### src/rtl/conv_window_5x5_if.sv
// conv_window_5x5_if: pixel-in handshake and window-out bus; master drives pixels/start, slave (window generator) drives ready and window outputs
interface conv_window_5x5_if #(
  parameter int DATA_WIDTH = 12
);
  logic                          start;
  logic signed [DATA_WIDTH-1:0]  pixel_in;
  logic                          pixel_in_valid;
  logic                          pixel_in_ready;
  logic [25*DATA_WIDTH-1:0]      window_out;
  logic                          window_valid;
  logic [4:0]                    out_row;
  logic [4:0]                    out_col;
  logic                          frame_done;
  modport master (
    output start, pixel_in, pixel_in_valid,
    input  pixel_in_ready, window_out, window_valid, out_row, out_col, frame_done
  );
  modport slave (
    input  start, pixel_in, pixel_in_valid,
    output pixel_in_ready, window_out, window_valid, out_row, out_col, frame_done
  );
endinterface

### src/rtl/conv_window_5x5.sv
// conv_window_5x5: streaming 5x5 sliding-window generator (clk, rst, cw: pixel stream in, 25-element window + coordinates out)
module conv_window_5x5 #(
  parameter int DATA_WIDTH    = 12,
  parameter int INPUT_WIDTH   = 32,
  parameter int INPUT_HEIGTH  = 32,
  parameter int FILTER_SIZE   = 5,
  parameter int OUTPUT_WIDTH  = INPUT_WIDTH - FILTER_SIZE + 1,
  parameter int OUTPUT_HEIGTH = INPUT_HEIGTH - FILTER_SIZE + 1
) (
  input logic              clk,
  input logic              rst,
  conv_window_5x5_if.slave cw
);
  localparam int CW = $clog2(INPUT_WIDTH);
  localparam int RW = $clog2(INPUT_HEIGTH);
  localparam logic [CW-1:0] C_LAST = CW'(INPUT_WIDTH - 1);
  localparam logic [RW-1:0] R_LAST = RW'(INPUT_HEIGTH - 1);
  localparam logic [CW-1:0] C_MIN  = CW'(INPUT_WIDTH - OUTPUT_WIDTH);
  localparam logic [RW-1:0] R_MIN  = RW'(INPUT_HEIGTH - OUTPUT_HEIGTH);
  typedef enum logic [1:0] {IDLE, ACTIVE, DONE} state_t;
  state_t                        state_q;
  logic [CW-1:0]                 c_q;
  logic [RW-1:0]                 r_q;
  logic                          ready_q, done_q, valid_q;
  logic [4:0]                    orow_q, ocol_q;
  logic [24:0][DATA_WIDTH-1:0]   win_q, win_d, out_q;
  logic [DATA_WIDTH-1:0]         lb_q [4][INPUT_WIDTH];
  logic                          acc, hit;
  // ready is high exactly while ACTIVE, so it doubles as the accept qualifier
  assign acc = ready_q & cw.pixel_in_valid;
  assign hit = acc & (r_q >= R_MIN) & (c_q >= C_MIN);
  always_ff @(posedge clk) begin
    if (rst) begin
      state_q <= IDLE;
      ready_q <= 1'b0;
      done_q  <= 1'b0;
      r_q     <= '0;
      c_q     <= '0;
    end else begin
      case (state_q)
        IDLE: if (cw.start) begin
          state_q <= ACTIVE;
          ready_q <= 1'b1;
          r_q     <= '0;
          c_q     <= '0;
        end
        ACTIVE: if (acc) begin
          c_q <= (c_q == C_LAST) ? '0 : c_q + 1'b1;
          if (c_q == C_LAST) r_q <= r_q + 1'b1;
          if (c_q == C_LAST && r_q == R_LAST) begin
            state_q <= DONE;
            ready_q <= 1'b0;
            done_q  <= 1'b1;
          end
        end
        default: begin
          state_q <= IDLE;
          done_q  <= 1'b0;
        end
      endcase
    end
  end
  // window shifts left one column; the new rightmost column is the four buffered rows above plus the incoming pixel
  always_comb begin
    win_d     = {DATA_WIDTH'(0), win_q[24:1]};
    win_d[4]  = lb_q[0][c_q];
    win_d[9]  = lb_q[1][c_q];
    win_d[14] = lb_q[2][c_q];
    win_d[19] = lb_q[3][c_q];
    win_d[24] = cw.pixel_in;
  end
  // line buffers: index 3 holds row r-1, index 0 holds row r-4; each accept ages column c by one row
  always_ff @(posedge clk) begin
    if (acc) begin
      lb_q[0][c_q] <= lb_q[1][c_q];
      lb_q[1][c_q] <= lb_q[2][c_q];
      lb_q[2][c_q] <= lb_q[3][c_q];
      lb_q[3][c_q] <= cw.pixel_in;
    end
  end
  always_ff @(posedge clk) begin
    if (rst) begin
      win_q   <= '0;
      out_q   <= '0;
      valid_q <= 1'b0;
      orow_q  <= '0;
      ocol_q  <= '0;
    end else begin
      valid_q <= hit;
      if (acc) win_q <= win_d;
      if (hit) begin
        out_q  <= win_d;
        orow_q <= 5'(r_q - R_MIN);
        ocol_q <= 5'(c_q - C_MIN);
      end
    end
  end
  assign cw.pixel_in_ready = ready_q;
  assign cw.window_out     = out_q;
  assign cw.window_valid   = valid_q;
  assign cw.out_row        = orow_q;
  assign cw.out_col        = ocol_q;
  assign cw.frame_done     = done_q;
endmodule

### src/flat_wrapper.sv
// flat-port wrapper written by rule: the top's interface ports become plain ports
module conv_window_5x5_flat 
#(
  parameter int DATA_WIDTH    = 12,
  parameter int INPUT_WIDTH   = 32,
  parameter int INPUT_HEIGTH  = 32,
  parameter int FILTER_SIZE   = 5,
  parameter int OUTPUT_WIDTH  = INPUT_WIDTH - FILTER_SIZE + 1,
  parameter int OUTPUT_HEIGTH = INPUT_HEIGTH - FILTER_SIZE + 1
)
  (clk, rst, cw_start, cw_pixel_in, cw_pixel_in_valid, cw_pixel_in_ready, cw_window_out, cw_window_valid, cw_out_row, cw_out_col, cw_frame_done);
  conv_window_5x5_if #(.DATA_WIDTH(DATA_WIDTH)) cw_i ();
  input logic clk;
  input logic rst;
  input wire logic [$bits(cw_i.start)-1:0] cw_start;
  input wire logic [$bits(cw_i.pixel_in)-1:0] cw_pixel_in;
  input wire logic [$bits(cw_i.pixel_in_valid)-1:0] cw_pixel_in_valid;
  output wire logic [$bits(cw_i.pixel_in_ready)-1:0] cw_pixel_in_ready;
  output wire logic [$bits(cw_i.window_out)-1:0] cw_window_out;
  output wire logic [$bits(cw_i.window_valid)-1:0] cw_window_valid;
  output wire logic [$bits(cw_i.out_row)-1:0] cw_out_row;
  output wire logic [$bits(cw_i.out_col)-1:0] cw_out_col;
  output wire logic [$bits(cw_i.frame_done)-1:0] cw_frame_done;
  assign cw_i.start = cw_start;
  assign cw_i.pixel_in = cw_pixel_in;
  assign cw_i.pixel_in_valid = cw_pixel_in_valid;
  assign cw_pixel_in_ready = cw_i.pixel_in_ready;
  assign cw_window_out = cw_i.window_out;
  assign cw_window_valid = cw_i.window_valid;
  assign cw_out_row = cw_i.out_row;
  assign cw_out_col = cw_i.out_col;
  assign cw_frame_done = cw_i.frame_done;
  conv_window_5x5 #(.DATA_WIDTH(DATA_WIDTH), .INPUT_WIDTH(INPUT_WIDTH), .INPUT_HEIGTH(INPUT_HEIGTH), .FILTER_SIZE(FILTER_SIZE), .OUTPUT_WIDTH(OUTPUT_WIDTH), .OUTPUT_HEIGTH(OUTPUT_HEIGTH)) u_core (.clk(clk), .rst(rst), .cw(cw_i));
endmodule
### config.mk
export PLATFORM = sky130hd
export DESIGN_NAME = conv_window_5x5_flat
export DESIGN_NICKNAME = d
export VERILOG_FILES = /design/src/rtl/conv_window_5x5_if.sv /design/src/rtl/conv_window_5x5.sv /design/src/flat_wrapper.sv
export SDC_FILE = /design/constraint.sdc
export NUM_CORES = 2
export LEC_CHECK = 0
export CELL_PAD_IN_SITES_DETAIL_PLACEMENT = 2
export CELL_PAD_IN_SITES_GLOBAL_PLACEMENT = 2
export CORE_MARGIN = 10
export CORE_UTILIZATION = 44
export DETAILED_ROUTE_END_ITERATION = 8
export MAX_ROUTING_LAYER = met4
export PLACE_DENSITY_LB_ADDON = 0.1
export RECOVER_POWER = 100
export SYNTH_ARGS = -nofsm -noshare
export SYNTH_HDL_FRONTEND = slang
export SYNTH_SLANG_ARGS = --single-unit
### constraint.sdc
create_clock -name clk -period 6.95 [get_ports clk]
set_input_delay 1.7375 -clock clk [delete_from_list [all_inputs] [get_ports clk]]
set_output_delay 1.7375 -clock clk [all_outputs]
set_load 0.03 [all_outputs]
==> metrics.cfg <==
[detailed_routing]
routed-via-count = 50300
drc = 0
drt_iter0_markers = 4812
antenna_left = 0
wirelength_um = 288000
viasPerCell = 6.02
first_pass_iters = 5
avgRoutedWirePerCell_um = 34.4

[synthesis]
synth_area_leaders = edfxtp_1, dfxtp_1, mux2i_1
yosysWarningCount = 0
synth.distinct_cells = 34
synth_seq_area_share = 0.740
syn-num-nets = 5475
avgSynthCellArea_um2 = 14.2
yosysTopAreaCellShare = 0.594
synth-seq-cells = 2101
yosys.area.top_type = edfxtp_1
synth_cells = 5445
synthesis.area_um2 = 77600

[clock_tree]
cts_made_buffers = 219
clk_latency_ns = 0.89
cts_setup_buffers = 0
htree_num_levels = 4
cts_tree = done
cts_buffer_depth = 3
cts_root_buffer = clkbuf_16
cts.sinks = 2101
cts.repair.resized = 0
clk_transition_reported_paths_ns = 0.06
ctsHoldBuffers = 0

[worst_setup_path]
cp_cell_sequence = buf_12 -> clkbuf_1 -> mux2i_1 -> o22ai_1 -> nor4_1 -> nand2_1 -> clkbuf_2
crit_required_ns = 7.36
criticalPathCategory = register to register
worstPathMaxFanout = 60
arrival_ns = 6.33
slowest_stage = nor4_1
slowest_delay_ns = 1.47
end_kind = register
startpoint_type = register

[power_and_ir_drop]
peakVddDrop_mv = 0.256
pwr-share-clk = 0.448
p_sw_frac = 0.225
p_leak_nw = 28.2
intPower_mw = 20.3
p_switching_mw = 5.89
p_comb_frac = 0.030
pwr-share-seq = 0.522
power_density_nw_per_um2 = 288

[final_layout]
fin_cells = 8355
final_common_cell = edfxtp_1
area_delta_synth_final_pct = 17.3
layout_common_cells = edfxtp_1, nand2_1, mux2i_1
final_nets = 5847
drive_above_1_share = 0.0791

[global_routing]
overflow = 0
grt_antenna_before_repair = 10
grt_pass1_wl_um = 407000
use_met3 = 0.0466
grt_usage = 0.297
met1_usage = 0.371
grt.met2_usage = 0.494
grt_pass1_vias = 53700
grt_max_degree = 183
busiest_layer = met2

[placement]
dp_slack_ns = 1.59
numPortBuffers = 328
place_congestion = 0.804
dp.cells = 7935
place_hpwl_um = 175000

[worst_hold_path]
hp-class = register to register

[floorplan]
core-area_um2 = 176000
die-area_um2 = 194000
die_h_um = 440
pin_count = 329
initial_utilization = 0.442
die_x_um = 440
placementRows = 154

[outcome]
violations = capacitance limit, slew limit
status = complete, but fails checks

[sta]
period_minus_slack_ns = 5.92
fin_crit_sh = 0.852
hold_violations = 0
tns_ns = 0
drv_slew = 2524
rsz0062_at_grt = no
final-setup-viol-count = 0
finalWorstSetupSlack_ns = 1.03
slew_headroom = -1.12
tightest_slew_ns = 3.17
fin_skew_ns = 0.0386
fmax_mhz = 169

[run]
maxCapViolations = 93

power by group through the flow:
stage | Combinational (mW) | Clock [mW] | Sequential (mW)
2_1_floorplan | 0.335 | 0 | 13.9
3_3_place_gp | 0.721 | 0 | 13.9
3_5_place_dp | 0.784 | 0 | 13.9
4_1_cts | 0.790 | 11.9 | 13.7
5_1_grt | 0.821 | 12.4 | 13.7
6_report | 0.785 | 11.7 | 13.7
layer usage:
layer / share of wire / wire, µm
met1: 0.41 / 117000
met2: 0.50 / 143000
met3: 0.057 / 16500
met4: 0.037 / 10600
met5: 0 / 0
stage by stage:
| step | hold WS (ns) | power, mW | area, µm² | utilization |
|---|---|---|---|---|
| after detailed placement | 0.447 | 14.7 | 84500 | 0.481 |
| after CTS | 0.453 | 26.3 | 91600 | 0.521 |
| after global routing | 0.463 | 26.9 | 91000 | 0.518 |
| after floorplan | 0.432 | 14.2 | 77600 | - |
| after global placement | 0.440 | 14.6 | 84500 | 0.481 |
| final | 0.447 | 26.2 | 91000 | 0.518 |
synth_stat cells:
cell       instances
edfxtp_1        1536
nand2_1          944
mux2i_1          769
dfxtp_1          565
a21oi_1          457
o22ai_1          384
clkbuf_1         203
nor2_1           136
buf_2            125
a311oi_1          96
nor4_1            96
buf_1             34
ha_1              14
nor3_1            11
a211oi_1          10
inv_1              9
nand3_1            9
nand4bb_1          6
or3_1              5
xnor2_1            5
and2_1             4
nand4_1            4
nand4b_1           4
or4b_1             4
o21ai_0            3
a21o_1             2
nand2b_1           2
nor3b_1            2
a2111oi_0          1
a211o_1            1
a41oi_1            1
nor2b_1            1
o21bai_1           1
or4_1              1
final cells by class:
cell class                 instances  area, µm²
antenna                           10       25.0
clock buffer                     303       6070
clock inverter                   106        983
fill                           16400      84700
inverter                           9       33.8
multi-input combinational       2973      18900
sequential                      2101      57400
tap                             2340       2930
timing repair buffer             513       4650
worst paths after layout:
path                                  startpoint                                     end  slack (ns)  depth (start not counted)
hold reg to reg   u_core.win_d[240]$_SDFFE_PP0P_  u_core.cw.window_out[240]$_SDFFE_PP0P_        0.45                          2
setup reg to reg      u_core.c_q[1]$_SDFFE_PP0P_           u_core.lb_q[1][360]$_DFFE_PP_        1.03                          7
setup / recovery      u_core.c_q[1]$_SDFFE_PP0P_           u_core.lb_q[1][360]$_DFFE_PP_        1.03                          7
hold / removal    u_core.win_d[240]$_SDFFE_PP0P_  u_core.cw.window_out[240]$_SDFFE_PP0P_        0.45                          2
cells by family (layout without fill, tap and decap cells):
group / Yosys count / in the layout / synth area share
XOR/XNOR: 5 / 5 / 0.000564
AO/OA/AOI/OAI: 956 / 956 / 0.0731
other: 0 / 10 / 0
multiplexers: 769 / 769 / 0.0992
adder cells (fa/ha/maj): 14 / 14 / 0.00226
flip-flops: 2101 / 2101 / 0.740
AND/OR/NAND/NOR: 1229 / 1229 / 0.0647
buffers and inverters: 371 / 931 / 0.0200
critical path: cells and delay by family, from the launching register on:
kind / cells / cell delay, ns
buf+inv: 3 / 2.07
simple gates: 2 / 1.66
flops: 1 / 0.99
mux: 1 / 0.36
compound gates: 1 / 0.19
state kept, by name (all words and copies together) (netlist names):
signal                    cells
u_core.c_q                    5
u_core.cw.frame_done          1
u_core.cw.out_col             5
u_core.cw.out_row             5
u_core.cw.pixel_in_ready      1
u_core.cw.window_out        300
u_core.cw.window_valid        1
u_core.lb_q                1536
u_core.r_q                    5
u_core.state_q                2
u_core.win_d                240
No activity file was read; power rests on OpenSTA's default activity.
